[src/rtl/gol_seq_ctrl_pkg.sv]
// Shared Game-of-Life controller definitions: sequencer state encoding.
package gol_defs;

  localparam logic [2:0] GOL_ST_IDLE    = 3'd0;
  localparam logic [2:0] GOL_ST_LOAD    = 3'd1;
  localparam logic [2:0] GOL_ST_RUN     = 3'd2;
  localparam logic [2:0] GOL_ST_CAPTURE = 3'd3;
  localparam logic [2:0] GOL_ST_STREAM  = 3'd4;
  localparam logic [2:0] GOL_ST_DONE    = 3'd5;

  typedef enum logic [2:0] {
    StIdle    = GOL_ST_IDLE,
    StLoad    = GOL_ST_LOAD,
    StRun     = GOL_ST_RUN,
    StCapture = GOL_ST_CAPTURE,
    StStream  = GOL_ST_STREAM,
    StDone    = GOL_ST_DONE
  } gol_state_e;

endpackage

[src/rtl/gol_seq_ctrl.sv]
// Game-of-Life sequencer: loads rows into the cell array, runs it for a
// requested number of generations, then streams the result rows back out.
module gol_seq_ctrl
  import gol_defs::*;
#(
  parameter int unsigned ARR_X_LEN = 8,
  parameter int unsigned ARR_Y_LEN = 8,
  parameter int unsigned GEN_W     = 8,
  localparam int unsigned ROW_W    = (ARR_Y_LEN > 1) ? $clog2(ARR_Y_LEN) : 1
) (
  input  logic                 clk,
  input  logic                 reset_n,
  input  logic                 start,
  input  logic [GEN_W-1:0]     gens,
  output logic                 busy,
  output logic                 done,
  input  logic                 in_valid,
  output logic                 in_ready,
  input  logic [ARR_X_LEN-1:0] in_data,
  output logic                 out_valid,
  input  logic                 out_ready,
  output logic [ARR_X_LEN-1:0] out_data,
  output logic                 out_last,
  output logic                 arr_run,
  output logic                 arr_inp_load,
  output logic [ROW_W-1:0]     arr_inp_y_addr,
  output logic [ARR_X_LEN-1:0] arr_inp_data,
  output logic                 arr_out_load,
  output logic                 arr_out_shift,
  input  logic [ARR_X_LEN-1:0] arr_out_data
);

  localparam logic [ROW_W-1:0] LAST_ROW = ROW_W'(ARR_Y_LEN - 1);

  gol_state_e       state_q, state_d;
  logic [ROW_W-1:0] row_cnt_q, row_cnt_d;
  logic [GEN_W-1:0] gen_cnt_q, gen_cnt_d;
  logic             row_last;

  assign row_last = (row_cnt_q == LAST_ROW);

  // State and counter registers.
  always_ff @(posedge clk or negedge reset_n) begin
    if (!reset_n) begin
      state_q   <= StIdle;
      row_cnt_q <= '0;
      gen_cnt_q <= '0;
    end else begin
      state_q   <= state_d;
      row_cnt_q <= row_cnt_d;
      gen_cnt_q <= gen_cnt_d;
    end
  end

  // Next-state, counter updates and state-decoded outputs.
  always_comb begin
    state_d        = state_q;
    row_cnt_d      = row_cnt_q;
    gen_cnt_d      = gen_cnt_q;
    busy           = 1'b0;
    done           = 1'b0;
    in_ready       = 1'b0;
    out_valid      = 1'b0;
    out_data       = '0;
    out_last       = 1'b0;
    arr_run        = 1'b0;
    arr_inp_load   = 1'b0;
    arr_inp_y_addr = '0;
    arr_inp_data   = '0;
    arr_out_load   = 1'b0;
    arr_out_shift  = 1'b0;

    unique case (state_q)
      StIdle: begin
        if (start) begin
          gen_cnt_d = gens;
          row_cnt_d = '0;
          state_d   = StLoad;
        end
      end

      StLoad: begin
        busy           = 1'b1;
        in_ready       = 1'b1;
        arr_inp_load   = in_valid;
        arr_inp_y_addr = row_cnt_q;
        arr_inp_data   = in_data;
        if (in_valid) begin
          if (row_last) begin
            row_cnt_d = '0;
            state_d   = (gen_cnt_q != '0) ? StRun : StCapture;
          end else begin
            row_cnt_d = row_cnt_q + 1'b1;
          end
        end
      end

      StRun: begin
        busy    = 1'b1;
        arr_run = 1'b1;
        // Guarded decrement; the final run cycle is the one seeing a count of one.
        if (gen_cnt_q != '0) begin
          gen_cnt_d = gen_cnt_q - 1'b1;
        end
        if (gen_cnt_q <= GEN_W'(1)) begin
          state_d = StCapture;
        end
      end

      StCapture: begin
        busy         = 1'b1;
        arr_out_load = 1'b1;
        state_d      = StStream;
      end

      StStream: begin
        busy          = 1'b1;
        out_valid     = 1'b1;
        out_data      = arr_out_data;
        out_last      = row_last;
        arr_out_shift = out_ready;
        if (out_ready) begin
          if (row_last) begin
            row_cnt_d = '0;
            state_d   = StDone;
          end else begin
            row_cnt_d = row_cnt_q + 1'b1;
          end
        end
      end

      StDone: begin
        busy    = 1'b1;
        done    = 1'b1;
        state_d = StIdle;
      end

      default: begin
        state_d = StIdle;
      end
    endcase
  end

endmodule

[config.mk]
export PLATFORM = sky130hd
export DESIGN_NAME = gol_seq_ctrl
export DESIGN_NICKNAME = d
export VERILOG_FILES = /design/src/rtl/gol_seq_ctrl_pkg.sv /design/src/rtl/gol_seq_ctrl.sv
export SDC_FILE = /design/constraint.sdc
export NUM_CORES = 1
export LEC_CHECK = 0
export CAP_MARGIN = 20
export CORE_AREA = 2 2 54 56
export CTS_BUF_LIST = sky130_fd_sc_hd__clkbuf_4 sky130_fd_sc_hd__clkbuf_8
export DETAILED_ROUTE_END_ITERATION = 8
export DIE_AREA = 0 0 56 58
export GPL_TIMING_DRIVEN = 0
export MAX_ROUTING_LAYER = met4
export PLACE_DENSITY = 0.93
export SETUP_SLACK_MARGIN = 0.2
export SLEW_MARGIN = 20
export SYNTH_ARGS = -nofsm -noshare
export SYNTH_HDL_FRONTEND = slang
export SYNTH_SLANG_ARGS = --single-unit
[constraint.sdc]
create_clock -name clk -period 2.9 [get_ports clk]
set_input_delay 0.29 -clock clk [delete_from_list [all_inputs] [get_ports clk]]
set_output_delay 0.29 -clock clk [all_outputs]
set_load 0.05 [all_outputs]
# Yosys cells after proc, flatten, opt, wreduce, memory -nomap -nowiden
# Index checks and enable logic that the tools add are counted.
# op_classes
n_addsub,2
multipliers,0
div_mod_pow,0
n_lt_le_gt_ge,1
n_eq_ne,13
shifts,0
n_mux,28
n_bitwise,0
n_reduce_logical,8
# op_table
operator,n
2-to-1 mux 3 bit,11
2-to-1 mux 8 bit,4
one-hot mux 8 bit (2 select lines),1
one-hot mux 3 bit (5 select lines),1
!= test 2 bit (second input constant),7
2-to-1 mux 1 bit,10
== test 3 bit (second input constant),3
one-hot mux 3 bit (3 select lines),1
<= comparator 8 x 1 -> 1 bit (second input constant),1
nonzero test 8 bit,1
subtractor 8 x 1 -> 8 bit (second input constant),1
== test 3 x 2 -> 1 bit (second input constant),2
AND reduction 6 bit,1
OR reduction 5 bit,1
AND reduction 4 bit,1
adder 3 x 1 -> 3 bit (second input constant),1
== test 3 x 1 -> 1 bit (second input constant),1
zero test 3 bit,1
AND reduction 3 bit,1
nonzero test 3 bit,1
nonzero test 2 bit,1
# word_totals
reg_bits,14
latch_bits,0
mem_bits_rw,0
mem_bits_ro,0
in_bits,29
output_inout_bits,28
elab_cells,55
mem_count,0

# Longest topological paths before layout
# depth
ltp_word,5
ltp_mapped,7
depth_no_buf,6

# Least setup slack after synthesis
# No wires, ideal clock.
# synth_timing
path_kind,reg-to-output
start,reg state_q[2]
end,out arr_inp_data[0]
arrival_ps,1950
t_required_ps,2610
setup_slack_ps,660
path_stages_with_launch,5
path_buffers,2
path_cell_list,dfrtp_1 buf_2 nor3b_1 clkbuf_1 and2_1
# synth_via
elab_chain_len,2
# synth_rtl
item,line,text
start: declaration,gol_seq_ctrl.sv:35,"gol_state_e state_q, state_d;"
start signal: assignment,gol_seq_ctrl.sv:45,state_q <= StIdle;
start signal: assignment,gol_seq_ctrl.sv:49,state_q <= state_d;
== test 3 x 1 -> 1 bit,gol_seq_ctrl.sv:73,unique case (state_q)
2-to-1 mux 8 bit,gol_seq_ctrl.sv:73,
end: declaration,gol_seq_ctrl.sv:27,"output logic [ARR_X_LEN-1:0] arr_inp_data,"
# Every way passes these cells.

# Final worst setup path
# layout_timing
start,reg state_q[1]
end,out busy
# layout_via
elab_chain_len,3
elab_cells_between_ends,7
cone_classes,eq/ne (5); mux (1); reduce/logical (1)
# layout_rtl
item,line,text
"== test 3 bit, or another cell as far along",gol_seq_ctrl.sv:73,
OR reduction 5 bit (no line) *,n/a,
2-to-1 mux 1 bit *,gol_seq_ctrl.sv:73,
end: declaration,gol_seq_ctrl.sv:15,"output logic busy,"
# Mark *: on every way between the ends. The rest lies on a longest branch, timed or not.

==> impl_metrics.prom <==
# TYPE chip_impl_metric gauge
chip_impl_info{name="worst_path_max_delay_cell",value="sky130_fd_sc_hd__clkdlybuf4s50_1"} 1
chip_impl_info{name="worst-setup-path-type",value="reg2out"} 1
chip_impl_metric{name="critical_path.max_fanout",unit=""} 10
chip_impl_info{name="rsz0062_at_grt",value="yes"} 1
chip_impl_info{name="cts.root.buffer_cell",value="sky130_fd_sc_hd__clkbuf_4"} 1
chip_impl_metric{name="area_occupied_by_multi_input_gates",unit="sq um"} 701
chip_impl_metric{name="grt_remaining_overflow",unit=""} 0
chip_impl_metric{name="groute.usage.overall",unit="%"} 21.3
chip_impl_metric{name="switching_power",unit="uW"} 758
chip_impl_info{name="cp-end-kind",value="primary output"} 1
chip_impl_info{name="cell_by_cell_trace_of_the_critical_path",value="clkbuf_1 > nor2_1 > a21oi_1 > clkdlybuf4s50_1"} 1
chip_impl_metric{name="route.detailed.vias_per_inst",unit=""} 5.66
chip_impl_metric{name="layout.nets",unit=""} 221
chip_impl_metric{name="grt_pass1_vias",unit=""} 1162
chip_impl_metric{name="worstMarginPinSlew",unit="ns"} 0.642
chip_impl_metric{name="final_layout_setup_total_negative_slack",unit="ns"} 0
chip_impl_metric{name="seqCellArea",unit="sq um"} 350
chip_impl_info{name="critical_path.startpoint_type",value="flip-flop"} 1
chip_impl_metric{name="placed_area",unit="sq um"} 1710
chip_impl_metric{name="number_of_library_cell_types_mapped_by_synthesis",unit=""} 39
chip_impl_metric{name="place_congestion",unit=""} 0.887
chip_impl_metric{name="slew_headroom",unit="%"} 57.1
chip_impl_metric{name="achievable_freq",unit="GHz"} 0.389
chip_impl_metric{name="place.detailed.hpwl",unit="um"} 2550
chip_impl_metric{name="portBuffers",unit=""} 56
chip_impl_metric{name="layout-area-overhead-vs-synth",unit="%"} 53.3
chip_impl_metric{name="cell_internal_pwr",unit="uW"} 684
chip_impl_metric{name="finalCritPeriodShare",unit="%"} 88.7
chip_impl_metric{name="postLayoutSetupSlackWorst",unit="ns"} 0.328
chip_impl_metric{name="io_pins",unit=""} 57
chip_impl_metric{name="maxSlewViolCount",unit=""} 0
chip_impl_metric{name="synthesis.area",unit="sq um"} 1110
chip_impl_metric{name="number_of_nets_with_antenna_violations_after_routing",unit=""} 0
chip_impl_metric{name="floorplan.die.width",unit="um"} 56
chip_impl_metric{name="post-cts-setup-buffers",unit=""} 0
chip_impl_metric{name="grt_start_max_net_pins",unit=""} 15
chip_impl_metric{name="power.static_leakage",unit="nW"} 0.723
chip_impl_metric{name="power.share.sequential",unit="%"} 27.7
chip_impl_info{name="outcome",value="finished, final reports clean"} 1
chip_impl_metric{name="core_region_area",unit="sq um"} 2660
chip_impl_metric{name="num-fill-cells",unit=""} 237
chip_impl_info{name="hold_path.class",value="in2async"} 1
chip_impl_metric{name="detail_route.wirelength",unit="um"} 3200
chip_impl_metric{name="power.total",unit="mW"} 1.44
chip_impl_metric{name="drt_first_iter_violations",unit=""} 44
chip_impl_metric{name="post-place-ws",unit="ns"} 0.327
chip_impl_metric{name="mappedNetlistNets",unit=""} 160
chip_impl_metric{name="clk_pin_slew_worst_paths",unit="ns"} 0.09
chip_impl_metric{name="drt-pass1-iter-count",unit=""} 4
chip_impl_metric{name="cts.htree.levels",unit=""} 1
chip_impl_metric{name="clock_power_share",unit="%"} 10.3
chip_impl_metric{name="fp.dieArea",unit="sq um"} 3250
chip_impl_metric{name="crit_buf_inv",unit=""} 2
chip_impl_metric{name="wl_per_cell",unit="um"} 14.7
chip_impl_metric{name="syn_area_per_cell",unit="sq um"} 8.74
chip_impl_metric{name="final-setup-viol-count",unit=""} 0
chip_impl_metric{name="worst_ep_required_time",unit="ns"} 2.61
chip_impl_metric{name="layout-drive-gt1-share",unit="%"} 13.4
chip_impl_metric{name="die_h",unit="um"} 58
chip_impl_metric{name="worst_clock_skew",unit="ns"} 0.00576
chip_impl_metric{name="post-route-drc-count",unit=""} 0
chip_impl_info{name="cts_tree",value="built"} 1
chip_impl_metric{name="initial_core_util",unit="%"} 41.7
chip_impl_metric{name="finalHoldViolCount",unit=""} 0
chip_impl_metric{name="crit_path_arrival_time",unit="ns"} 2.28
chip_impl_metric{name="post_synth_inst_count",unit=""} 127
chip_impl_metric{name="seq_area_frac_synth",unit="%"} 31.6
chip_impl_metric{name="max_stage_delay",unit="ns"} 0.81
chip_impl_metric{name="shortest_clock_period_the_worst_path_allows_after_layout",unit="ns"} 2.57
chip_impl_metric{name="cts_made_buffers",unit=""} 3
chip_impl_metric{name="global_route_wire_length_before_repair",unit="um"} 5260
chip_impl_metric{name="yosysWarningCount",unit=""} 0
chip_impl_info{name="critPathTopFamily",value="buffers and inverters"} 1
chip_impl_metric{name="drv.max_cap_violation_count",unit=""} 0
chip_impl_metric{name="p_sw_share",unit="%"} 52.6
chip_impl_metric{name="maximum_clock_path_buffer_count",unit=""} 2
chip_impl_metric{name="num_antenna_cells",unit=""} 0
chip_impl_metric{name="clock_sink_count",unit=""} 14
chip_impl_metric{name="combinationalPowerShare",unit="%"} 62.0
chip_impl_metric{name="power.density_cell_area",unit="nW/um^2"} 848
chip_impl_metric{name="holdWs",unit="ns"} 0.378
chip_impl_metric{name="worst_skew_pair.late_latency",unit="ns"} 0.30
chip_impl_metric{name="vias_after_detailed_routing",unit=""} 1234
chip_impl_metric{name="ys_seq_elements",unit=""} 14
chip_impl_metric{name="fp-row-count",unit=""} 19
chip_impl_metric{name="ir_drop",unit="mV"} 0.544
chip_impl_metric{name="layout.cell_area.non_filler",unit="sq um"} 1700
chip_impl_metric{name="number_of_antenna_violations_at_the_first_check_in_global_routing",unit=""} 0
## metal layers
metal | up-vias | global-route usage, % | share of wire, %
met1 | 580 | 23.3 | 37
li1 | 580 | - | -
met5 | - | - | 0
met3 | 13 | 3.13 | 6.7
met4 | 0 | 10.5 | 3.5
met2 | 61 | 38.0 | 52
## worst paths after layout
| kind | cells past startpoint | to | start | slack (ns) |
|---|---|---|---|---|
| min in group clk | 1 | row_cnt_q[1] | row_cnt_q[1] | 0.56 |
| worst max-delay path | 4 | busy | state_q[1] | 0.33 |
| worst min-delay path | 1 | row_cnt_q[0] | reset_n | 0.38 |
| worst min register to register | 1 | row_cnt_q[1] | row_cnt_q[1] | 0.56 |
| worst max register to register | 7 | gen_cnt_q[7] | gen_cnt_q[0] | 0.97 |
| max in group asynchronous | 1 | gen_cnt_q[6] | reset_n | 2.11 |
## power by group through the flow
stage | clock network [mW] | registers (mW) | logic, mW
finish | 0.148 | 0.400 | 0.895
global route | 0.162 | 0.412 | 0.962
CTS | 0.150 | 0.396 | 0.895
detailed placement | 0 | 0.400 | 0.935
global placement | 0 | 0.389 | 0.900
floorplan | 0 | 0.370 | 0.655
## registers in the layout, summed over array words and instances (netlist names)
register and flops:
state_q 3, gen_cnt_q 8, row_cnt_q 3
## synthesized netlist by cell type, drive strengths merged
library cell,n,area (sq um)
and2,23,144
dfrtp,14,350
o21ai,11,55.1
a21oi,10,50.1
nor2,10,37.5
buf,4,32.5
clkbuf,4,15.0
ha,4,50.1
nand3,4,20.0
nor3b,4,30.0
a22o,3,26.3
nand2,3,11.3
nor3,3,20.0
a22oi,2,15.0
and3b,2,17.5
inv,2,7.51
nand2b,2,12.5
nand3b,2,15.0
nor4,2,27.5
o2bb2ai,2,17.5
o32ai,2,25.0
or2,2,12.5
a211oi,1,12.5
a311o,1,10.0
a311oi,1,15.0
a32oi,1,8.76
and3,1,6.26
clkinv,1,8.76
mux2,1,11.3
mux2i,1,10.0
nand4b,1,8.76
o211ai,1,7.51
or3b,1,8.76
or4b,1,10.0
## cells by family (layout without fill, tap and decap cells)
family	count (synthesis)	in the layout	synth area share, %
DFF	14	14	31.6
and+or+nand+nor	61	61	34.4
adders and majority gates	4	4	4.51
muxes	2	2	1.92
AOI/OAI and AO/OA	35	35	21.9
buffers and inverters	11	71	5.75
## worst register-to-register path: cells and delay by family (launching register included)
family	cells	cell delay (ns)
compound gates	3	0.46
fa+ha+maj	1	0.24
buf+inv	2	0.35
flops	1	0.44
simple gates	1	0.40
## cell type report
| type | count | area share, % |
|---|---|---|
| clock buffers | 4 | 2.13 |
| plain buffers | 8 | 2.79 |
| repair buffers | 56 | 30.1 |
| multi-input cells | 102 | 41.2 |
| well taps | 31 | 2.28 |
| inverters | 3 | 0.956 |
| flip-flops and latches | 14 | 20.6 |
## placed cells by master (no fill, tap or decap), types with 2 or more instances in the layout
| master | Yosys | layout |
|---|---|---|
| sky130_fd_sc_hd__nand2b_1 | 2 | 2 |
| sky130_fd_sc_hd__nand3_1 | 4 | 4 |
| sky130_fd_sc_hd__o21ai_0 | 7 | 7 |
| sky130_fd_sc_hd__buf_2 | 2 | 2 |
| sky130_fd_sc_hd__clkbuf_2 | 0 | 7 |
| sky130_fd_sc_hd__nor2_1 | 10 | 10 |
| sky130_fd_sc_hd__dlygate4sd2_1 | 0 | 11 |
| sky130_fd_sc_hd__inv_1 | 2 | 2 |
| sky130_fd_sc_hd__o21ai_1 | 4 | 4 |
| sky130_fd_sc_hd__and2_1 | 23 | 23 |
| sky130_fd_sc_hd__buf_6 | 2 | 2 |
| sky130_fd_sc_hd__nor3_1 | 2 | 2 |
| sky130_fd_sc_hd__clkdlybuf4s15_1 | 0 | 2 |
| sky130_fd_sc_hd__ha_1 | 4 | 4 |
| sky130_fd_sc_hd__dfrtp_1 | 14 | 14 |
| sky130_fd_sc_hd__clkbuf_1 | 4 | 4 |
| sky130_fd_sc_hd__a21oi_1 | 10 | 10 |
| sky130_fd_sc_hd__a22oi_1 | 2 | 2 |
| sky130_fd_sc_hd__and3b_1 | 2 | 2 |
| sky130_fd_sc_hd__nand3b_1 | 2 | 2 |
| sky130_fd_sc_hd__o2bb2ai_1 | 2 | 2 |
| sky130_fd_sc_hd__clkbuf_4 | 0 | 3 |
| sky130_fd_sc_hd__or2_2 | 2 | 2 |
| sky130_fd_sc_hd__nand2_1 | 3 | 3 |
| sky130_fd_sc_hd__nor3b_1 | 4 | 3 |
| sky130_fd_sc_hd__clkdlybuf4s50_1 | 0 | 36 |
| sky130_fd_sc_hd__a22o_1 | 3 | 3 |
## stage by stage
| step | utilization, % | instances |
|---|---|---|
| after floorplan | - | 127 |
| after global placement | 64.2 | 214 |
| after detailed placement | 64.2 | 214 |
| after CTS | 64.6 | 218 |
| after global routing | 63.9 | 218 |
| final | 63.9 | 218 |
## what timing repair did
| item | in CTS | in global routing |
|---|---|---|
| resized for setup | 20 | 17 |
| endpoints found under the hold margin | 0 | 0 |
| pin swaps | 0 | 0 |
| hold buffers | 0 | 0 |
| setup endpoints to repair | 20 | 21 |
(Power assumes the default switching activity.)
==> RTL edit: new RTL, same flow settings <==
`GEN_W`: 8 -> 10.
--- a/src/rtl/gol_seq_ctrl.sv
+++ b/src/rtl/gol_seq_ctrl.sv
@@ -5,7 +5,7 @@
 #(
   parameter int unsigned ARR_X_LEN = 8,
   parameter int unsigned ARR_Y_LEN = 8,
-  parameter int unsigned GEN_W     = 8,
+  parameter int unsigned GEN_W     = 10,
   localparam int unsigned ROW_W    = (ARR_Y_LEN > 1) ? $clog2(ARR_Y_LEN) : 1
 ) (
   input  logic                 clk,
Ports: changed (resized gens); port bits go from 57 to 59. The function was not compared with the original's and may differ.
==> RTL edit against the original RTL <==
Cell count grew 11%; sequential cell count grew 2; cell area grew 14%; clock skew shrank 0.0012 ns; setup slack is essentially flat; wire length grew 9.8%; via count grew 9.6%; global-route usage grew 2.8 points; sequential power grew 10%; area after synthesis grew 18%; total power grew 12%; largest power group unchanged.
==> RTL edit: results (changes against the original RTL) <==
GRT
The number of global-route vias before repair is 1394 (+20%). The first-pass GRT wire length is 6016 um (+14%). The total track usage is 24.12% (+2.8 points). The largest net degree at the start of global routing is 17 (+2). The initial antenna violation count is 0 (unchanged).

Yosys
By area the synthesized netlist is led by sky130_fd_sc_hd__dfrtp_1, sky130_fd_sc_hd__and2_1, sky130_fd_sc_hd__o2bb2ai_1. The unique cell type count in the Yosys netlist came to 42 (+7.7%). Among all flip-flop cells after synthesis, the most frequent one is sky130_fd_sc_hd__dfrtp_1. Ranked by instance count, the synthesized netlist is headed by sky130_fd_sc_hd__and2_1, sky130_fd_sc_hd__dfrtp_1, sky130_fd_sc_hd__nor2_1, sky130_fd_sc_hd__nand2_1, sky130_fd_sc_hd__o2bb2ai_1.

The synthesized instance count is 148 (+17%). The synthesized netlist net count came to 184 (+15%). The share of flip-flops with an asynchronous set or reset is 100.0% (unchanged). The synthesis warning total is 0 (unchanged).

The sequential element share of the synthesized area is 30.59% (-0.97 points).

Clock tree
CTS placed an instance of sky130_fd_sc_hd__clkbuf_4 at the clock tree root. The H-tree depth reported by CTS is 1 (unchanged). The number of buffers on the longest clock path is 2 (unchanged). The CTS clock-pin slew for the worst setup and hold paths is 0.10 ns. The clock insertion delay at the later pin of the skew report is 0.30 ns (about the same).

The CTS buffer count is 3 (unchanged).

STA
The transition time at the pin with the least slew margin is 0.7480 ns (+0.1065 ns). The final clock skew is 0.004534 ns (-0.001229 ns).

Cells and area
The number of standard cells in the layout, taps in and fillers out is 241 (+11%). The largest registers in the layout are gen_cnt_q x10, row_cnt_q x3, state_q x3. The diode insertion count for antenna repair is 0 (unchanged). The flip-flop count of the largest register after layout is 10 (+2). The number of fill cells in the layout was 219 (-7.6%). The net total in the final layout is 247 (+12%). The fraction of layout cells with a size suffix above 1 is 10.95% (-2.4 points).

Critical path
The arrival time at the worst endpoint came to 2.28 ns (about the same). The maximum cell stage delay along the critical path came to 0.79 ns (-0.02 ns). The highest net fanout along the worst path is 8 (-2). In this design, the largest share of critical-path delay is due to buffers and inverters.

The master of the slowest instance on the critical path is sky130_fd_sc_hd__clkdlybuf4s50_1.

Outcome
The run finished with clean final reports.

Power
The leakage power summed over all cells is 0.8419 nW (+17%). The worst IR drop on VDD came to 0.8607 mV (+58%).

Placed design
The final estimated routing congestion in global placement is 0.8787 (-0.88%). The half-perimeter wire length after placement came to 2811 um (+10%). The count of input and output buffers was 58 (+3.6%).

Route
The count of TritonRoute iterations in the first routing pass came to 4 (unchanged). The initial detailed-routing violation count is 56 (+27%). The number of vias per cell was 5.614 (-0.82%). The wire length per cell after detailed routing is 14.59 um (-0.64%).

Flow run
The number of maximum-capacitance violations is 0 (unchanged).

Hold path
The worst hold path class is in -> async.
==> RTL edit: changes by cell type in the layout (fill, tap and decap cells not counted), moves of 3 or more <==
cell,before,now
sky130_fd_sc_hd__a21oi_1,10,7
sky130_fd_sc_hd__o31ai_1,0,7
sky130_fd_sc_hd__o2bb2ai_1,2,8
sky130_fd_sc_hd__clkbuf_2,7,1
sky130_fd_sc_hd__a22o_1,3,0
sky130_fd_sc_hd__nand3_1,4,7
sky130_fd_sc_hd__nand2_1,3,9
sky130_fd_sc_hd__clkdlybuf4s15_1,2,6
sky130_fd_sc_hd__o21ai_1,4,0
==> RTL edit: kinds of logic after synthesis <==
| group | synth area share (%) |
|---|---|
| mux | 2.486 |
| fa+ha+maj | 4.780 |
| xor+xnor | 0.6693 |
| flops | 30.59 |
| simple gates | 34.51 |
| buf+inv | 6.501 |
| compound gates | 20.46 |
==> RTL edit: what timing repair did <==
action	in CTS	in global routing
pin swaps	0	0
setup buffers	0	0
setup endpoints to repair	19	8
gates resized for setup	19	9
hold buffers	0	0
==> RTL edit: final cells by class <==
type | count | share of cell area (%)
plain buffers | 11 | 3.599
clock buffers | 4 | 1.864
inverters | 4 | 0.7712
multi-input cells | 117 | 42.29
flip-flops and latches | 16 | 20.57
well taps | 31 | 1.992
repair buffers | 58 | 28.92
==> RTL edit: report_power, final <==
part | internal [mW] | switching, mW
logic | 0.381 | 0.637
registers | 0.316 | 0.125
clock network | 0.0768 | 0.0800
total | 0.774 | 0.842
==> RTL edit: layer usage <==
| layer | global-route usage (%) | part of all wire, % |
|---|---|---|
| met1 | 25.74 | 39 |
| met3 | 5.804 | 9.1 |
| met2 | 43.36 | 50 |
| met4 | 9.184 | 1.5 |
| met5 | - | 0 |
==> RTL edit: final timing paths <==
check / start / endpoint / slack [ns] / depth (start not counted)
setup reg to reg: gen_cnt_q[0] / gen_cnt_q[8] / 0.94 / 7
min in group clk: gen_cnt_q[0] / gen_cnt_q[0] / 0.56 / 1
max in group asynchronous: reset_n / state_q[0] / 2.04 / 1
setup / recovery: state_q[0] / arr_inp_data[7] / 0.33 / 5
hold / removal: reset_n / gen_cnt_q[6] / 0.41 / 1
hold reg to reg: gen_cnt_q[0] / gen_cnt_q[0] / 0.56 / 1
==> RTL edit: through the flow <==
step / setup WS [ns] / utilization (%) / cell area (sq um)
6_report: 0.3283 / 73.12 / 1947
5_1_grt: 0.2009 / 73.12 / 1947
4_1_cts: 0.2790 / 72.89 / 1941
3_5_place_dp: 0.3522 / 72.42 / 1928
3_3_place_gp: 0.4363 / 72.42 / 1928
2_1_floorplan: 0.6607 / - / 1309
